### src/rtl/alarm_beep_ctrl.sv
// rtl/alarm_beep_ctrl.sv - alarm buzzer sequencer: beeps grouped into bursts, with snooze and stop
//
// Purpose: on an alarm trigger, drive a buzzer with BEEPS beeps per burst
// (T_ON ticks on, T_OFF ticks off), separated by T_GAP ticks of silence,
// for BURSTS bursts, then pulse done. Snooze silences for SNOOZE_T ticks and
// restarts the current burst; stop aborts at once.
//
// Ports:
//   clk       - clock, all state changes on rising edge
//   rst_n     - asynchronous active-low reset
//   tick      - one-cycle time-base enable; durations count ticks
//   trig      - alarm-match pulse, starts a sequence from IDLE
//   stop      - user cancel
//   snooze    - user snooze request
//   buzz      - buzzer drive (registered), high only while beeping
//   active    - high while a sequence is in progress (registered)
//   done      - one-cycle pulse when the last burst completes
//   burst_cnt - completed bursts in the current sequence

module alarm_beep_ctrl #(
  parameter int T_ON     = 3,
  parameter int T_OFF    = 2,
  parameter int T_GAP    = 6,
  parameter int SNOOZE_T = 20,
  parameter int BEEPS    = 4,
  parameter int BURSTS   = 3
) (
  input  logic       clk,
  input  logic       rst_n,
  input  logic       tick,
  input  logic       trig,
  input  logic       stop,
  input  logic       snooze,
  output logic       buzz,
  output logic       active,
  output logic       done,
  output logic [3:0] burst_cnt
);

  localparam logic [2:0] S_IDLE   = 3'd0;
  localparam logic [2:0] S_ON     = 3'd1;
  localparam logic [2:0] S_OFF    = 3'd2;
  localparam logic [2:0] S_GAP    = 3'd3;
  localparam logic [2:0] S_SNOOZE = 3'd4;

  // Counter reload values: a state of duration D expires on its D-th tick.
  localparam logic [7:0] LD_ON     = 8'(T_ON - 1);
  localparam logic [7:0] LD_OFF    = 8'(T_OFF - 1);
  localparam logic [7:0] LD_GAP    = 8'(T_GAP - 1);
  localparam logic [7:0] LD_SNOOZE = 8'(SNOOZE_T - 1);
  localparam logic [3:0] LAST_BEEP = 4'(BEEPS - 1);
  localparam logic [3:0] N_BURSTS  = 4'(BURSTS);

  logic [2:0] state, n_state;
  logic [7:0] cnt, n_cnt;
  logic [3:0] beep_idx, n_beep_idx;
  logic [3:0] n_burst_cnt;
  logic       n_done;
  logic [3:0] burst_inc;

  assign burst_inc = burst_cnt + 4'd1;

  always_comb begin
    n_state     = state;
    n_cnt       = cnt;
    n_beep_idx  = beep_idx;
    n_burst_cnt = burst_cnt;
    n_done      = 1'b0;

    if (stop && state != S_IDLE) begin
      n_state = S_IDLE;
      n_cnt   = 8'd0;
    end else if (snooze && (state == S_ON || state == S_OFF || state == S_GAP)) begin
      // Snooze pre-empts a coincident expiry, so no burst is counted here.
      n_state = S_SNOOZE;
      n_cnt   = LD_SNOOZE;
    end else if (state == S_IDLE) begin
      if (trig) begin
        n_state     = S_ON;
        n_cnt       = LD_ON;
        n_beep_idx  = 4'd0;
        n_burst_cnt = 4'd0;
      end
    end else if (tick) begin
      if (cnt != 8'd0) begin
        n_cnt = cnt - 8'd1;
      end else begin
        case (state)
          S_ON: begin
            if (beep_idx != LAST_BEEP) begin
              n_state = S_OFF;
              n_cnt   = LD_OFF;
            end else begin
              n_burst_cnt = burst_inc;
              if (burst_inc == N_BURSTS) begin
                n_state = S_IDLE;
                n_cnt   = 8'd0;
                n_done  = 1'b1;
              end else begin
                n_state = S_GAP;
                n_cnt   = LD_GAP;
              end
            end
          end
          S_OFF: begin
            n_state    = S_ON;
            n_cnt      = LD_ON;
            n_beep_idx = beep_idx + 4'd1;
          end
          S_GAP, S_SNOOZE: begin
            // Both gap and snooze resume at the first beep of a burst.
            n_state    = S_ON;
            n_cnt      = LD_ON;
            n_beep_idx = 4'd0;
          end
          default: begin
            n_state = S_IDLE;
            n_cnt   = 8'd0;
          end
        endcase
      end
    end
  end

  always_ff @(posedge clk or negedge rst_n) begin
    if (!rst_n) begin
      state     <= S_IDLE;
      cnt       <= 8'd0;
      beep_idx  <= 4'd0;
      burst_cnt <= 4'd0;
      buzz      <= 1'b0;
      active    <= 1'b0;
      done      <= 1'b0;
    end else begin
      state     <= n_state;
      cnt       <= n_cnt;
      beep_idx  <= n_beep_idx;
      burst_cnt <= n_burst_cnt;
      // Outputs are registered from the next state so they track state exactly.
      buzz      <= (n_state == S_ON);
      active    <= (n_state != S_IDLE);
      done      <= n_done;
    end
  end

endmodule

### config.mk
export PLATFORM = sky130hd
export DESIGN_NAME = alarm_beep_ctrl
export DESIGN_NICKNAME = d
export VERILOG_FILES = /design/src/rtl/alarm_beep_ctrl.sv
export SDC_FILE = /design/constraint.sdc
export NUM_CORES = 1
export LEC_CHECK = 0
export CAP_MARGIN = 40
export CORE_MARGIN = 5
export CORE_UTILIZATION = 51
export DETAILED_ROUTE_END_ITERATION = 8
export PLACE_DENSITY = 0.75
export SYNTH_ARGS = -nofsm -noshare
export SYNTH_HDL_FRONTEND = slang
export SYNTH_SLANG_ARGS = --single-unit
### constraint.sdc
create_clock -name clk -period 2.07 [get_ports clk]
set_clock_uncertainty 0.1 [all_clocks]
set_input_delay 0.207 -clock clk [delete_from_list [all_inputs] [get_ports clk]]
set_output_delay 0.207 -clock clk [all_outputs]
set_load 0.005 [all_outputs]
**After elaboration in Yosys (flattened, before gate mapping)**

Index checks and enable logic that the tools add are counted.

- Register bits: 22
- Input bits: 6
- Output and inout port bits: 7

- $add $sub $neg: 3
- Equal/unequal tests: 11
- Muxes and demuxes: 36
- Bitwise logic cells: 2
- Reduce and logical (&&, ||, !) cells: 17

Operators by type and width:

| operator | count |
|---|---|
| 8-bit two-way mux | 6 |
| 4-bit two-way mux | 9 |
| 3-bit two-way mux | 8 |
| 8-bit case mux with 2 select lines | 1 |
| 3-bit nonzero test | 3 |
| 4-bit by 1-bit adder with 4-bit output, second input constant | 2 |
| 1-bit two-way mux | 8 |
| 4-bit case mux with 2 select lines | 1 |
| 8-bit nonzero test | 1 |
| 8-bit by 1-bit subtractor with 8-bit output, second input constant | 1 |
| 7-bit AND reduction | 1 |
| 3-bit by 1-bit == test with 1-bit output, second input constant | 2 |
| 3-bit by 2-bit == test with 1-bit output, second input constant | 2 |
| 2-bit != test, second input constant | 3 |
| 3-bit case mux with 2 select lines | 1 |
| 6-bit AND reduction | 1 |
| 4-bit by 2-bit == test with 1-bit output, second input constant | 1 |
| 2-bit two-way mux | 2 |
| 4-bit by 2-bit != test with 1-bit output, second input constant | 1 |
| 4-bit != test, second input constant | 1 |
| 2-bit nonzero test | 2 |
| 4-bit nonzero test | 1 |
| 3-bit == test, second input constant | 1 |
| 3-bit logical NOT | 1 |
| other kinds (6) | 9 |

**Longest topological paths before layout**

Gate-level depths: netlist (run 1).

- Depth in word-level cells: 11
- Mapped depth: 7

**Least setup slack after synthesis (run 1)**

No wires, ideal clock.

- Kind: reg2reg
- Start: register burst_cnt[0]
- End: register active
- Setup time: 0.131 ns
- Data arrival time: 1.906 ns
- Required time: 1.839 ns
- Setup slack: -0.067 ns
- Stages on the path, launching flop included: 6
- Buffers on the path: 0
- Period minus slack after synthesis: 2.137 ns
- Cell sequence: dfrtp_1 ha_1 nor4b_1 o311a_1 nor4_4 or3_1

- Word-level cells in the longest chain between the ends: 11

Ends and longest elaborated chain:

| what | RTL line | RTL |
|---|---|---|
| start, declared | 37 | `output logic [3:0] burst_cnt` |
| start signal, assigned | 138 | `burst_cnt <= n_burst_cnt;` |
| 4-bit by 1-bit adder with 4-bit output | 61 | `assign burst_inc = burst_cnt + 4'd1;` |
| 4-bit by 2-bit == test with 1-bit output | 95 | `if (burst_inc == N_BURSTS) begin` |
| 2-bit two-way mux | 95 |  |
| 2-bit two-way mux | 90 | `if (beep_idx != LAST_BEEP) begin` |
| 3-bit case mux with 2 select lines | 88 | `case (state)` |
| 3-bit two-way mux | 85 | `if (cnt != 8'd0) begin` |
| 3-bit two-way mux | 84 | `end else if (tick) begin` |
| 3-bit two-way mux | 77 | `end else if (state == S_IDLE) begin` |
| 3-bit two-way mux | 73 | `end else if (snooze && (state == S_ON \|\| state == S_OFF \|\| state == S_GAP)) begin` |
| 3-bit two-way mux | 70 | `if (stop && state != S_IDLE) begin` |
| via n_state[0] | 54 | `logic [2:0] state, n_state;` |
| 3-bit nonzero test | 141 | `active <= (n_state != S_IDLE);` |
| end signal, assigned | 141 |  |
| end, declared | 35 | `output logic active,` |

The timed path passes the listed nets, and every way through them passes these cells.
A chain may end at the register's enable or synchronous reset.

**Worst setup path after layout (run 1)**

- Start: register cnt[0]
- End: register beep_idx[3]

- Word-level cells in the longest chain between the ends: 3

Ends and longest elaborated chain:

| what | RTL line | RTL |
|---|---|---|
| start, declared | 55 | `logic [7:0] cnt, n_cnt;` |
| start signal, assigned | 136 | `cnt <= n_cnt;` |
| 8-bit nonzero test | 85 |  |
| 2-bit != test (no line) | n/a |  |
| 6-bit AND reduction (no line) | n/a |  |
| end signal, assigned | 137 | `beep_idx <= n_beep_idx;` |
| end, declared | 56 | `logic [3:0] beep_idx, n_beep_idx;` |

Every way passes these cells.

==> impl_results.md, run 1 <==
* Status: complete, but fails checks
* Failing checks: negative setup slack
* Non-filler cells, final at 223
* Inserted Clock Buffers at 3
* Commonest cells after routing, fill and taps aside: buf_4 (35), dfrtp_1 (22), nor2_1 (12), clkdlybuf4s50_1 (12), o21ai_1 (10)
* CP Launch Type: flip-flop
* Distinct cells, synth at between 50 and 60
* Final min period at 2.19 ns
* Initial antenna violation count at 0
* Asr flop ratio synth at 1.00
* Number of remaining DRC errors at 0
* Worst Reg-to-Reg Cells at 7
* Gate Count Post-Synth at 144
* CTS tree: built
* Seq/Total Area, Yosys at 0.396
* Root Buffer: clkbuf_4
* RePlAce Congestion at 0.973
* PnR worst setup slack at -0.115 ns
* Vias per cell at 6.09
* Most common cell after layout, fill and taps aside: buf_4
* Final HPWL DP at around 2500 microns
* Clock transition at the registers of the reported paths at 0.12 ns
* Share of layout cells above drive strength 1 at 0.359
* I/O Pins at 13
* DP Area at 0.00173 sq mm
* DIE WIDTH at 62.2 microns
* Relative slew margins at 0.651
* Max FO, Critical Path at 5
* Cell count after placement at 209
* Total core area at 0.00269 sq mm
* Mapped Nets at 154
* Vias in the first global route at approximately 1.3k
* Pins Over Slew Limit at 0
* Maxcap violations at 0
* Worst path depth at 7
* Worst hold path class: input pin to asynchronous set/reset pin
* N_diodes at 0
* Nets at just over 200
* Cell area after layout at 0.00194 sq mm
* CP bufs+invs at 1
* CP Capture Type: flip-flop
* Storage cell area at 551 sq um
* Worst setup path class: flip-flop to flip-flop
* Slowest CP cell: or4bb_4
* Number of synthesized register bits at 22
* TritonRoute pass-1 iters at 4
* CTS Hold Bufs at 0
* Ys flop type: dfrtp_1
* Clk buf depth at 2
* Routed WL per cell at 16.4 microns
* Worst slew pin tran at 0.511 ns
* Synth warn at 0
* Routed WL at 3650 microns
* Multi-input logic area at 897 sq um
* Clock Latency Late Sink at roughly 0.32 ns
* VDD IR max at 1300 uV
* First-pass GRT wire length at 5690 microns
* Slowest stage delay, CP at 0.54 ns
* Synth Cell Area at about 0.0014 sq mm
* Total GRT Usage at 0.180
* CP delay by family, top: simple AND/OR/NAND/NOR gates
* Initial cell density of the core at 0.517
* Port-buffer cells at 12
* CTS sink cnt at 22
* Final ANT Viol Nets at 0
* Worst-path cell chain: inv_2, ha_4, or4bb_4, or2_4, nor4_4, nand4_1, o21ai_1
* Global route total overflow at 0
* Static leakage at 0.000837 uW
* Post-place setup slack at -0.241 ns
* H-tree depth at 1
* WP data arrival at 2.34 ns
* Pin count of the biggest net entering global routing at 23
* RSZ-0062 raised after global routing: true
* Fmax at 458 MHz
* Hold Fails Final Rpt at 0
* Iteration-0 DRC Markers at 67
* Layout fillers at 193
* Pwr Density at 1270 mW/mm^2
* Hold slack at 0.108 ns
* Syn Area/Cell at 9.65 sq um
* Final period utilization at 1.06
* Die Ht at 62.2 microns
* Post-synth EDFFs at 0
* Area Growth Syn to Fin at 39.5%
* Via count at ~1.4k
* # rows at 19
* Die area at 0.00387 sq mm
* Final Setup Violations at 9
* Final core occ at 0.722
* Critical Path RT at between 2 and 2.5 ns
## per-stage QoR
stage / setup TNS (ns) / power [uW]
2_1_floorplan: -0.00811 / 1490
3_3_place_gp: -1.45 / 1870
3_5_place_dp: -2.02 / 1920
4_1_cts: -0.343 / 2230
5_1_grt: -1.47 / 2620
6_report: -0.335 / 2460
## state kept, by name (all words and copies together), names as in the netlist
register   cells
cnt            8
done           1
buzz           1
active         1
state          3
beep_idx       4
burst_cnt      4
## routing by layer
layer / wire [microns] / global-route usage / up-vias / share of wire
met3: 134 / 0.0234 / 12 / 0.037
met4: 108 / 0.100 / 0 / 0.030
met1: 1610 / 0.225 / 665 / 0.44
met5: 0 / 0 / - / 0
li1: - / - / 638 / -
met2: 1800 / 0.298 / 44 / 0.49
## worst paths after layout
path	startpoint	end	slack (ns)
max in group asynchronous	rst_n	cnt[7]	1.55
min	rst_n	beep_idx[1]	0.11
max	cnt[0]	beep_idx[3]	-0.12
min in group clk	beep_idx[3]	beep_idx[3]	0.41
min reg2reg	beep_idx[3]	beep_idx[3]	0.41
max reg2reg	cnt[0]	beep_idx[3]	-0.12
## cells in the mapped netlist (2+ instances only)
library cell	number	area, sq um
dfrtp_1	22	551
or3_1	3	18.8
a22o_1	2	17.5
o31ai_1	2	15.0
a2111oi_0	2	17.5
o21ai_0	5	25.0
o21ai_1	11	55.1
nand2_1	9	33.8
nor4_4	2	42.5
nand4_1	3	18.8
nand2b_1	3	18.8
nor2_1	13	48.8
a21oi_1	9	45.0
inv_1	6	22.5
nor2b_1	2	12.5
ha_1	4	50.1
and2_1	2	12.5
a31oi_1	3	18.8
buf_2	2	10.0
or2_2	2	12.5
xnor2_1	4	35.0
nor3b_1	2	15.0
## cell families (layout without fill, tap and decap cells)
| group | after synthesis | count (layout) | synth area share |
|---|---|---|---|
| adder cells (fa/ha/maj) | 4 | 4 | 0.0360 |
| XOR/XNOR | 4 | 4 | 0.0252 |
| multiplexers | 2 | 2 | 0.0153 |
| buffers and inverters | 10 | 58 | 0.0342 |
| AND/OR/NAND/NOR | 55 | 55 | 0.269 |
| flip-flops | 22 | 22 | 0.396 |
| AO/OA/AOI/OAI | 47 | 47 | 0.224 |
## area by class of cell
class,instances,share of cell area
tap,31,0.0200
multi-input combinational,112,0.463
clock buffer,4,0.0187
inverter,6,0.0116
timing repair buffer,48,0.203
sequential,22,0.284
## power by group
| part | switching (uW) | internal (uW) |
|---|---|---|
| clock network | 135 | 108 |
| logic | 806 | 782 |
| registers | 93.8 | 537 |
| total | 1040 | 1430 |
## timing repair
item / in CTS / in global routing
pin swaps: 3 / 12
setup buffers: 2 / 8
gates resized for setup: 3 / 18
endpoints found under the setup margin: 9 / 18
(Power assumes the default switching activity.)
==> run 2: changes to the inputs <==
==> constraint.sdc (replaced) <==
create_clock -name clk -period 1.9 [get_ports clk]
set_clock_uncertainty 0.1 [all_clocks]
set_input_delay 0.19 -clock clk [delete_from_list [all_inputs] [get_ports clk]]
set_output_delay 0.19 -clock clk [all_outputs]
set_load 0.005 [all_outputs]
==> run 2 against run 1 <==
The run still ends with negative setup slack left; critical path depth grew 1; largest cell class unchanged; critical path type unchanged; die area is the same; sequential share of layout area shrank 5.0 points; count of clock-buffer cells in the layout shrank 1; critical endpoint is now cnt[7]; total power grew 50%; first-iteration DRC count grew 130%.
==> impl_results.md, run 2 (synthesized netlist as in run 1, its figures left out) <==
* Global route total overflow at 0 (unchanged)
* Failing checks: negative setup slack
* Clock transition at the registers of the reported paths at 0.14 ns (+0.02 ns)
* Largest register FFs at 8 (unchanged)
* H-tree depth at 1 (unchanged)
* Vias in the first global route at 1611 (+27%)
* Commonest cells after routing, fill and taps aside: buf_4 (55), dfrtp_1 (22), o21ai_1 (12), clkdlybuf4s50_1 (12)
* CP Launch Type: flip-flop
* Final min period at 2.21 ns (+0.0221 ns)
* Routed WL at 5650 microns (+55%)
* WP data arrival at 2.34 ns (about the same)
* Non-filler cells, final at 250 (+12%)
* Storage cell area at 551 sq um (unchanged)
* Multi-input logic area at 0.00107 sq mm (+19%)
* CP Capture Type: flip-flop
* PnR worst setup slack at -0.307 ns (-0.192 ns)
* Area Growth Syn to Fin at 69.5%
* I/O Pins at 13 (unchanged)
* Maxcap violations at 0 (unchanged)
* RePlAce Congestion at 0.960 (-1.3%)
* N_diodes at 0 (unchanged)
* Final HPWL DP at 2890 microns (+14%)
* Share of layout cells above drive strength 1 at 0.548 (+0.189)
* Worst slew pin tran at 0.517 ns (+0.00660 ns)
* # rows at 19 (unchanged)
* Hold Fails Final Rpt at 0 (unchanged)
* Vias per cell at 6.40 (+5.1%)
* Worst hold path class: input pin to asynchronous set/reset pin
* Routed WL per cell at 22.6 microns (+38%)
* CTS sink cnt at 22 (unchanged)
* Biggest register: cnt
* Clock Latency Late Sink at 0.33 ns (about the same)
* Pins Over Slew Limit at 0 (unchanged)
* Worst setup path class: flip-flop to flip-flop
* Die area at 0.00387 sq mm (unchanged)
* Inserted Clock Buffers at 3 (unchanged)
* Max FO, Critical Path at 5 (unchanged)
* First-pass GRT wire length at 7450 microns (+31%)
* Nets at 230 (+13%)
* DIE WIDTH at 62.2 microns (unchanged)
* Post-place setup slack at -0.439 ns (-0.198 ns)
* Die Ht at 62.2 microns (unchanged)
* Number of remaining DRC errors at 0 (unchanged)
* Fmax at 453 MHz (-1.0%)
* TritonRoute pass-1 iters at 5 (+1)
* Critical Path RT at 2.03 ns (-0.20 ns)
* Root Buffer: clkbuf_4
* Most common cell after layout, fill and taps aside: buf_4
* Pwr Density at 1570 mW/mm^2 (+24%)
* Pin count of the biggest net entering global routing at 23 (unchanged)
* Clk buf depth at 2 (unchanged)
* VDD IR max at 2040 uV (+57%)
* Iteration-0 DRC Markers at 153 (+130%)
* Layout fillers at 123 (-36%)
* Final Setup Violations at 21 (+12)
* Cell count after placement at 230 (+10%)
* Final period utilization at 1.16 (+0.106)
* Via count at 1601 (+18%)
* Port-buffer cells at 12 (unchanged)
* Status: complete, but fails checks
* RSZ-0062 raised after global routing: true
* Final core occ at 0.877 (+0.155)
* Relative slew margins at 0.652 (+0.00175)
* Total core area at 0.00269 sq mm (unchanged)
* Top Registers: cnt (8), beep_idx (4), burst_cnt (4)
* Total GRT Usage at 0.240 (+0.0597)
* Initial cell density of the core at 0.517 (unchanged)
* Static leakage at 0.00101 uW (+20%)
* CTS tree: built
* Initial antenna violation count at 0 (unchanged)
* Final ANT Viol Nets at 0 (unchanged)
[run 2: worst paths after layout]
path,slack (ns),cells after the start,to,start
setup / recovery,-0.31,8,cnt[7],cnt[1]
hold / removal,0.09,2,beep_idx[2],rst_n
setup reg to reg,-0.31,8,cnt[7],cnt[1]
hold reg to reg,0.43,1,beep_idx[3],beep_idx[3]
max in group asynchronous,1.36,2,cnt[2],rst_n
min in group clk,0.43,1,beep_idx[3],beep_idx[3]
[run 2: routing by layer]
metal,wire [microns],GRT usage,vias up
li1,-,-,692
met1,2120,0.253,777
met2,2830,0.433,99
met3,380,0.0360,33
met4,319,0.160,0
met5,0,0,-
[run 2: what timing repair did]
| action | in CTS | in global routing |
|---|---|---|
| resized for setup | 24 | 40 |
| pin swaps | 14 | 18 |
| buffers inserted | 8 | 10 |
| endpoints found under the setup margin | 20 | 21 |
| hold buffers | 0 | 0 |
| cloned | 0 | 0 |
[run 2: layout make-up]
cell class	instances	share of cell area
Multi-Input combinational cell	112	0.454
Timing Repair Buffer	75	0.264
Sequential cell	22	0.234
Tap cell	31	0.0165
Clock inverter	1	0.0127
Clock buffer	3	0.00956
Inverter	6	0.00956
[run 2: through the flow]
| stage | TNS (ns) | total power (uW) | hold slack [ns] | cell area [sq um] |
|---|---|---|---|---|
| floorplan | -0.684 | 1670 | -0.206 | 1420 |
| global placement | -5.35 | 2300 | 0.368 | 1910 |
| detailed placement | -6.68 | 2350 | 0.392 | 1910 |
| CTS | -1.53 | 2990 | 0.106 | 2120 |
| global route | -5.74 | 3880 | 0.103 | 2360 |
| finish | -3.66 | 3700 | 0.0941 | 2360 |
[run 2: power by group]
part / internal (uW) / switching [uW] / total [uW]
Combinational: 1350 / 1290 / 2640
Clock: 214 / 169 / 383
Sequential: 584 / 95.6 / 680
Total: 2150 / 1550 / 3700
[run 2: worst max-delay path, cell delays in order, from the launching register on]
cell     delay, ns
dfrtp_1       0.42
inv_2         0.08
ha_4          0.13
or4bb_4       0.54
or2_4         0.29
buf_4         0.14
buf_6         0.11
a21oi_4       0.21
nor2_2        0.08
==> run 3: changes to the inputs <==
--- a/config.mk
+++ b/config.mk
@@ -7,9 +7,10 @@
 export LEC_CHECK = 0
 export CAP_MARGIN = 40
 export CORE_MARGIN = 5
-export CORE_UTILIZATION = 51
+export CORE_UTILIZATION = 60
 export DETAILED_ROUTE_END_ITERATION = 8
-export PLACE_DENSITY = 0.75
+export PLACE_DENSITY = 0.83
+export SKIP_CTS_REPAIR_TIMING = 1
 export SYNTH_ARGS = -nofsm -noshare
 export SYNTH_HDL_FRONTEND = slang
 export SYNTH_SLANG_ARGS = --single-unit
==> constraint.sdc (replaced) <==
create_clock -name clk -period 2.8 [get_ports clk]
set_clock_uncertainty 0.1 [all_clocks]
set_input_delay 0.28 -clock clk [delete_from_list [all_inputs] [get_ports clk]]
set_output_delay 0.28 -clock clk [all_outputs]
set_load 0.005 [all_outputs]
==> run 3 against run 2 <==
The run now ends clean; critical path depth down 1; global-route usage is 5.3 points lower; worst hold slack better by 0.11 ns; sequential cell count did not move; first-iteration DRC count shrank 58%; critical endpoint is now active.
==> impl_results.md, run 3 (synthesized netlist as in run 1, its figures left out) <==
* Status: completed
* Worst hold path class: input pin to asynchronous set/reset pin
* Slowest CP cell: or4bb_4
* Root Buffer: clkbuf_4
* Pwr Density at 894 mW/mm^2 (-43%)
* Pin count of the biggest net entering global routing at 23 (unchanged)
* Initial cell density of the core at 0.628 (+0.111)
* Worst slew pin tran at 0.643 ns (+0.126 ns)
* Clock Latency Late Sink at 0.31 ns (-0.02 ns)
* Global route total overflow at 0 (unchanged)
* Vias in the first global route at 1090 (-32%)
* Nets at 170 (-26%)
* Cell area after layout at 0.00158 sq mm (-33%)
* Multi-input logic area at 792 sq um (-26%)
* Die area at 0.00338 sq mm (-13%)
* Clock transition at the registers of the reported paths at 0.12 ns (-0.02 ns)
* Routed WL at 2980 microns (-47%)
* Initial antenna violation count at 0 (unchanged)
* Port-buffer cells at 12 (unchanged)
* Iteration-0 DRC Markers at 64 (-58%)
* Final period utilization at 0.812 (-0.350)
* Total core area at 0.00221 sq mm (-18%)
* Maxcap violations at 0 (unchanged)
* CTS tree: built
* Pins Over Slew Limit at 0 (unchanged)
* Die Ht at 58.1 microns (-6.5%)
* Biggest register: cnt
* Clk buf depth at 2 (unchanged)
* Relative slew margins at 0.568 (-0.0847)
* Worst setup path class: flip-flop to flip-flop
* Via count at 1217 (-24%)
* Final Setup Violations at 0 (-100%)
* Final ANT Viol Nets at 0 (unchanged)
* TritonRoute pass-1 iters at 4 (-1)
* VDD IR max at 704 uV (-66%)
* WP data arrival at 2.38 ns (+0.04 ns)
* DP Area at 0.00154 sq mm (-19%)
* Hold Fails Final Rpt at 0 (unchanged)
* Slowest stage delay, CP at 0.54 ns (about the same)
* Launch point of the critical path: cnt[0]
* I/O Pins at 13 (unchanged)
* Final core occ at 0.714 (-0.163)
* Fmax at 440 MHz (-2.9%)
* Final min period at 2.27 ns (+0.0665 ns)
* Inserted Clock Buffers at 3 (unchanged)
* # rows at 17 (-2)
* FF-to-FF Start: cnt[0]
* CP Capture Type: flip-flop
* Vias per cell at 6.51 (+1.6%)
* Worst-path cell chain: inv_1, ha_1, or4bb_4, nor2_8, mux2i_1, nor4_4, or3_1
* CP Launch Type: flip-flop
* Commonest cells after routing, fill and taps aside: dfrtp_1 (22), nor2_1 (13), clkdlybuf4s50_1 (12)
* Largest register FFs at 8 (unchanged)
* Critical Path RT at 2.90 ns (+0.87 ns)
* Setup tns final at 0 ns (+3.66 ns)
* Routed WL per cell at 15.9 microns (-29%)
* Area Growth Syn to Fin at 13.6%
* Total GRT Usage at 0.187 (-0.0532)
* N_diodes at 0 (unchanged)
* Number of remaining DRC errors at 0 (unchanged)
* RSZ-0062 raised after global routing: false
* Storage cell area at 551 sq um (unchanged)
* RePlAce Congestion at 0.920 (-4.2%)
* Layout fillers at 173 (+41%)
* Share of layout cells above drive strength 1 at 0.132 (-0.416)
* First-pass GRT wire length at 4910 microns (-34%)
* Worst Reg-to-Reg Cells at 7 (-1)
* Top Registers: cnt (8), beep_idx (4), burst_cnt (4)
* Most common cell after layout, fill and taps aside: dfrtp_1
* H-tree depth at 1 (unchanged)
* Max FO, Critical Path at 5 (unchanged)
* DIE WIDTH at 58.1 microns (-6.5%)
* Final HPWL DP at 2260 microns (-22%)
* CTS sink cnt at 22 (unchanged)
* Static leakage at 0.000660 uW (-34%)
## run 3: changes by cell type in the layout (fill, tap and decap cells not counted), moves of 4 or more
cell	delta
buf_4	-52
buf_6	-8
nor2_1	+8
nor2_2	-7
a21oi_1	+4
ha_1	+4
## run 3: layout make-up
type	instances	share of cell area
multi-input combinational	112	0.502
sequential	22	0.349
timing repair buffer	15	0.0903
clock buffer	4	0.0230
tap	28	0.0222
inverter	6	0.0143
## run 3: critical path: cells and delay by family (launching register included)
| family | cells | cell delay [ns] |
|---|---|---|
| buffers and inverters | 1 | 0.08 |
| adders and majority gates | 1 | 0.20 |
| DFF | 1 | 0.42 |
| and+or+nand+nor | 4 | 1.08 |
| muxes | 1 | 0.29 |
## run 3: through the flow
stage               hold WS, ns  setup slack [ns]  std cells  power (uW)
floorplan                -0.116             0.663        144        1100
CTS                       0.211             0.527        187        1410
detailed placement        0.386             0.354        183        1230
global route              0.212             0.359        187        1510
finish                    0.200             0.526        187        1410
global placement          0.373             0.381        183        1210
## run 3: final timing paths
| path | to | slack, ns |
|---|---|---|
| hold reg to reg | beep_idx[3] | 0.39 |
| setup reg to reg | active | 0.53 |
| max in group asynchronous | cnt[0] | 2.19 |
| hold / removal | beep_idx[3] | 0.20 |
| setup / recovery | active | 0.53 |
| min in group clk | beep_idx[3] | 0.39 |
## run 3: layer usage
layer  vias up  part of all wire  wire [microns]  global-route usage
li1        576                 -               -                   -
met1       567              0.45            1330               0.254
met2        60              0.46            1370               0.284
met3        14             0.066             197              0.0245
met4         0             0.028              84               0.109
met5         -                 0               0                   0
## run 3: power breakdown
part / internal, uW / leakage (uW) / switching [uW]
clock: 79.5 / 0.0000210 / 97.2
sequential: 397 / 0.000296 / 85.1
combinational: 329 / 0.000344 / 425
